### src/rtl/axis_boxcar_decimator.sv
// Boxcar decimator on AXI-Stream: sums (or picks the last of) each block of
// N = cfg_data+1 input samples and emits one full-width result per block.
module axis_boxcar_decimator #(
    parameter int AXIS_TDATA_WIDTH = 16,
    parameter int CNTR_WIDTH       = 16
) (
    input  logic                                   aclk,
    input  logic                                   aresetn,
    input  logic [CNTR_WIDTH-1:0]                  cfg_data,
    input  logic                                   cfg_mode,
    output logic                                   s_axis_tready,
    input  logic [AXIS_TDATA_WIDTH-1:0]            s_axis_tdata,
    input  logic                                   s_axis_tvalid,
    input  logic                                   m_axis_tready,
    output logic [AXIS_TDATA_WIDTH+CNTR_WIDTH-1:0] m_axis_tdata,
    output logic                                   m_axis_tvalid
);

    localparam int OUT_WIDTH = AXIS_TDATA_WIDTH + CNTR_WIDTH;

    logic [OUT_WIDTH-1:0]  acc_q, acc_d;
    logic [CNTR_WIDTH-1:0] cnt_q, cnt_d;
    logic [OUT_WIDTH-1:0]  tdata_q, tdata_d;
    logic                  tvalid_q, tvalid_d;

    logic                  in_beat;
    logic                  block_end;
    logic [OUT_WIDTH-1:0]  sample_ext;

    // Output register acts as a one-deep skid: accept input whenever it is empty or draining.
    assign s_axis_tready = ~tvalid_q | m_axis_tready;
    assign in_beat       = s_axis_tvalid & s_axis_tready;
    assign block_end     = (cnt_q >= cfg_data);
    assign sample_ext    = {{CNTR_WIDTH{s_axis_tdata[AXIS_TDATA_WIDTH-1]}}, s_axis_tdata};

    assign m_axis_tdata  = tdata_q;
    assign m_axis_tvalid = tvalid_q;

    always_comb begin
        // NOTE: every signal gets a default before any branch, so no path can infer a latch.
        acc_d    = acc_q;
        cnt_d    = cnt_q;
        tdata_d  = tdata_q;
        tvalid_d = tvalid_q;

        if (tvalid_q && m_axis_tready) begin
            tvalid_d = 1'b0;
        end

        if (in_beat) begin
            if (block_end) begin
                tdata_d  = cfg_mode ? sample_ext : (acc_q + sample_ext);
                tvalid_d = 1'b1;
                acc_d    = '0;
                cnt_d    = '0;
            end else begin
                acc_d = acc_q + sample_ext;
                cnt_d = cnt_q + 1'b1;
            end
        end
    end

    // NOTE: sequential state uses non-blocking assignments only; the reset is sampled on the clock edge.
    always_ff @(posedge aclk) begin
        if (!aresetn) begin
            acc_q    <= '0;
            cnt_q    <= '0;
            tdata_q  <= '0;
            tvalid_q <= 1'b0;
        end else begin
            acc_q    <= acc_d;
            cnt_q    <= cnt_d;
            tdata_q  <= tdata_d;
            tvalid_q <= tvalid_d;
        end
    end

endmodule

### config.mk
export PLATFORM = sky130hd
export DESIGN_NAME = axis_boxcar_decimator
export DESIGN_NICKNAME = d
export VERILOG_FILES = /design/src/rtl/axis_boxcar_decimator.sv
export SDC_FILE = /design/constraint.sdc
export NUM_CORES = 1
export LEC_CHECK = 0
export CELL_PAD_IN_SITES_DETAIL_PLACEMENT = 0
export CELL_PAD_IN_SITES_GLOBAL_PLACEMENT = 1
export CORE_MARGIN = 2
export CORE_UTILIZATION = 45
export DETAILED_ROUTE_END_ITERATION = 12
export DONT_BUFFER_PORTS = 1
export PLACE_DENSITY = 0.77
export SKIP_LAST_GASP = 1
export SYNTH_ARGS = -nofsm -noshare
export SYNTH_HDL_FRONTEND = slang
export SYNTH_SLANG_ARGS = --single-unit
### constraint.sdc
create_clock -name aclk -period 3.85 [get_ports aclk]
set_clock_uncertainty 0.05 [all_clocks]
set_input_delay 1.155 -clock aclk [delete_from_list [all_inputs] [get_ports aclk]]
set_output_delay 1.155 -clock aclk [all_outputs]
set_load 0.005 [all_outputs]
After elaboration in Yosys (flattened, before gate mapping)
Index checks and enable logic that the tools add are counted.
- bits in registers: 81
- input port bits: 37
- output and inout port bits: 34
- word-level logic and storage cells: 18
- $add $sub $neg: 2
- magnitude comparators: 1
- mux-type cells: 6
- bitwise gates (word level): 3
- reductions and logical operators: 2
- operators by type and width (cell ; number):
    2-to-1 mux 32 bit ; 2
    adder 32 bit ; 1
    adder 16 x 1 -> 16 bit (second input constant) ; 1
    greater-or-equal comparator 16 bit ; 1
    2-to-1 mux 16 bit ; 1
    2-to-1 mux 1 bit ; 3
    AND reduction 2 bit ; 1
    AND 1 bit ; 1
    logical AND 1 bit ; 1
    inverter 1 bit ; 1
    OR 1 bit ; 1

Longest topological paths before layout
- depth in word-level cells: 4
- depth in mapped cells: 12

Least setup slack after synthesis
No wires, ideal clock.
- path kind: input to register
- start point: in s_axis_tdata[0]
- end point: reg acc_q[30]
- library setup time: 0.117 ns
- arrival: 3.422 ns
- data required time: 3.683 ns
- setup slack: 0.262 ns
- stages: 11
- cells stage by stage: ha_1 > fa_1 > a211oi_1 > o21ai_1 > o2111ai_1 > a211oi_1 > a2111oi_4 > nor2_2 > a221oi_2 > xnor2_1 > a22o_1
- cells in the longest elaborated chain, start to end: 2
- ends and longest elaborated chain (element ; line ; text):
    start: declaration ; 12 ; input logic [AXIS_TDATA_WIDTH-1:0] s_axis_tdata,
    adder 32 bit ; 57 ; acc_d = acc_q + sample_ext;
    2-to-1 mux 32 bit ; 51 ; if (block_end) begin
    end signal: assignment ; 66 ; acc_q <= '0;
    end signal: assignment ; 71 ; acc_q <= acc_d;
    end: declaration ; 21 ; logic [OUT_WIDTH-1:0] acc_q, acc_d;
No other way between the ends.
A chain may end at the register's enable or synchronous reset.

Worst setup path in the final report
- start point: in s_axis_tdata[0]
- end point: reg tdata_q[26] (netlist: m_axis_tdata[26])
- cells in the longest elaborated chain, start to end: 2
- ends and longest elaborated chain (element ; line ; text):
    adder 32 bit ; 52 ; tdata_d = cfg_mode ? sample_ext : (acc_q + sample_ext);
    2-to-1 mux 32 bit ; 52 ;
    end signal: assignment ; 73 ; tdata_q <= tdata_d;
    end: declaration ; 23 ; logic [OUT_WIDTH-1:0] tdata_q, tdata_d;
No other way between the ends.

==> flow_summary_export.csv <==
group,metric,value,unit
outcome,status,"completed",
timing,max_freq,285.2,MHz
drt,vias,4889,
logic_synthesis,synth_nets,771,
timing,worstMarginPinSlew,1.091,ns
logic_synthesis,synthDistinctLibCells,60,
floorplan,initial_core_util,45.64,%
logic_synthesis,ys_warn_count,0,
floorplan,coreArea,11860,µm²
logic_synthesis,syn_inst,685,
cells_and_area,fill_cells,1140,
drt,wirelength,14420,µm
power_and_ir_drop,power,2.633,mW
cells_and_area,fin_util,49.88,%
clocking,cts.path.max_buffers,2,
floorplan,die_width,113.7,µm
cells_and_area,area_delta_synth_final,9.290,%
timing,timing.final.crit_period,3.507,ns
timing,worst_slack,0.3432,ns
cells_and_area,stdcell_area,5917,µm²
global_routing,grt-ovfl-total,0,
worst_setup_path,path_max_fanout,3,
place,place_area,5587,µm²
logic_synthesis,synth-seq-area-share,29.95,%
place,post-place-ws,-0.007628,ns
clocking,cts_tree,"done",
worst_setup_path,worstSetupStartpointType,"input port",
clocking,cts_num_sinks,81,
worst_setup_path,crit_path_end_kind,"register",
drt,wl_per_cell,17.41,µm
global_routing,antenna_found_initial,0,
logic_synthesis,synthFlopType,"dfxtp_1",
cells_and_area,final_net_count,762,
timing,tns,0,ns
global_routing,grt_max_degree,39,
clocking,cts_resized,0,
floorplan,die-area,12920,µm²
clocking,cts_hold_buf,0,
global_routing,grt_pass1_vias,4497,
power_and_ir_drop,power.density,445.0,nW/µm²
timing,hold_viol,0,
logic_synthesis,synth_area_leaders,"dfxtp_1 (30%), ha_1 (11%), nor2_1 (5.9%)",
drt,via_per_inst,5.905,
timing,setup_viol,0,
floorplan,io_pins,71,
timing,slew_violations,0,
place,dp_hpwl,10440,µm
clocking,cts.clk_slew.worst_paths,0.06,ns
clocking,numCtsBuffers,9,
logic_synthesis,synth-edff-count,0,
timing,relSlewSlack,27.26,%
drt,drt-pass1-iter-count,5,
logic_synthesis,yosysTopAreaCell,"dfxtp_1",
flow_run,cap_viol_max_count,0,
global_routing,grt_pass1_wl,22980,µm
worst_setup_path,critical_path_class,"in -> reg",
timing,grt_setup_unrepaired,"false",
clocking,root_buffer,"clkbuf_16",
global_routing,grtUsageTotal,22.49,%
clocking,cts_setup_buffers,0,
timing,period_share,91.08,%
logic_synthesis,synthArstFlopShare,0,%
place,place.gp.congestion,0.8590,
clocking,insertion_delay,0.35,ns
logic_synthesis,synthesis.area,5414,µm²
worst_setup_path,arrival,3.70,ns
cells_and_area,final_cells,828,
drt,final_antenna_net_count,0,
floorplan,chipHeight,113.7,µm
cells_and_area,diodes,0,
logic_synthesis,synth_top_area_share,29.95,%
power_and_ir_drop,leakagePower,2.636,nW
drt,drc_errors,0,
drt,drt_iter0_drc,233,
logic_synthesis,syn_avg_cell_area,7.904,µm²
hold_path,min_path_type,"reg -> reg",
cells_and_area,drive_gt1_share,6.608,%
logic_synthesis,synth_seq_cells,81,
timing,hold_ws,0.4093,ns
place,dp.cells,812,
floorplan,rows,40,
place,io_buffers,0,
clocking,htree_levels,3,
worst_setup_path,cp.required,4.04,ns
power_and_ir_drop,irDropWorstVdd,0.0002919,V
-- cells in the mapped netlist, types with 12 or more instances --
cell type,n
nor2_1,85
dfxtp_1,81
nand2_1,60
a21oi_1,55
ha_1,48
clkbuf_1,32
inv_1,24
nand3_1,22
o21ai_0,22
xor2_1,21
a21o_1,19
xnor2_1,19
o21ai_1,17
nor3_1,14
a211oi_1,13
nand4_1,13
a22oi_1,12
-- path summary, 6_finish.rpt --
path	start	endpoint	slack [ns]	cells past startpoint
max	s_axis_tdata[0]	m_axis_tdata[26]	0.34	12
min	acc_q[18]	acc_q[18]	0.41	2
max reg2reg	acc_q[0]	m_axis_tdata[26]	0.82	12
min reg2reg	acc_q[18]	acc_q[18]	0.41	2
-- logic make-up after synthesis --
| logic type | count (synthesis) | synth area share, % |
|---|---|---|
| AO/OA/AOI/OAI | 204 | 25.65 |
| XOR/XNOR | 40 | 6.471 |
| adder cells (fa/ha/maj) | 49 | 11.46 |
| buffers and inverters | 63 | 4.576 |
| flip-flops | 81 | 29.95 |
| multiplexers | 5 | 0.9245 |
| AND/OR/NAND/NOR | 243 | 20.96 |
-- cell usage in the layout (no fill, tap or decap), drive strengths merged, types with 3 or more instances in the layout --
cell    instances
and4            3
a22o            9
nand4          13
a21boi          3
clkinv          4
nand3          22
clkbuf         10
nor3           14
a22oi          12
a21oi          55
a311oi          4
o211a           6
o211ai          3
buf            18
a31oi           9
and2            6
nand2          60
nor2           86
o21ai          40
a211oi         14
inv            25
mux2i           5
nor2b           6
nand2b         10
and3            9
nand4b          3
or3             4
o21a            8
a221oi          3
a21o           19
dfxtp          81
ha             48
xor2           21
xnor2          19
o21bai          4
-- critical path: stages --
cell and delay (ns):
ha_1 0.21, fa_1 0.42, a211oi_1 0.29, o21ai_1 0.15, o2111ai_1 0.16, a211oi_1 0.17, a2111oi_4 0.42, buf_4 0.19
o31ai_1 0.08, xnor2_1 0.19, o21ai_1 0.08, o211a_1 0.18
-- where the power goes --
group	leakage, nW	total (mW)	switching (mW)	internal (mW)
Sequential	0.659	0.921	0.0324	0.889
Clock	0.163	0.957	0.369	0.588
Combinational	1.81	0.755	0.441	0.314
-- layout make-up --
type                    instances  area [µm²]  area share [%]
well taps                     147       183.9           3.108
multi-input cells             541        3552           60.03
clock buffers                  10       239.0           4.039
repair buffers                 18       135.1           2.284
flip-flops and latches         81        1622           27.41
clock inverters                 6       91.34           1.544
inverters                      25       93.84           1.586
-- sequential cells by signal, indices dropped and copies added, names as in the netlist --
register / flops
acc_q: 32
m_axis_tdata: 32
cnt_q: 16
m_axis_tvalid: 1
-- layer usage --
metal / track usage, % / vias to the layer above / routed length [µm] / share of wire [%]
li1: - / 2452 / - / -
met2: 35.93 / 120 / 6556 / 45
met4: 6.423 / 0 / 192 / 1.3
met5: 0 / - / 0 / 0
met1: 29.36 / 2301 / 6843 / 47
met3: 7.120 / 16 / 822 / 5.7
No activity file was read; power rests on OpenSTA's default activity.
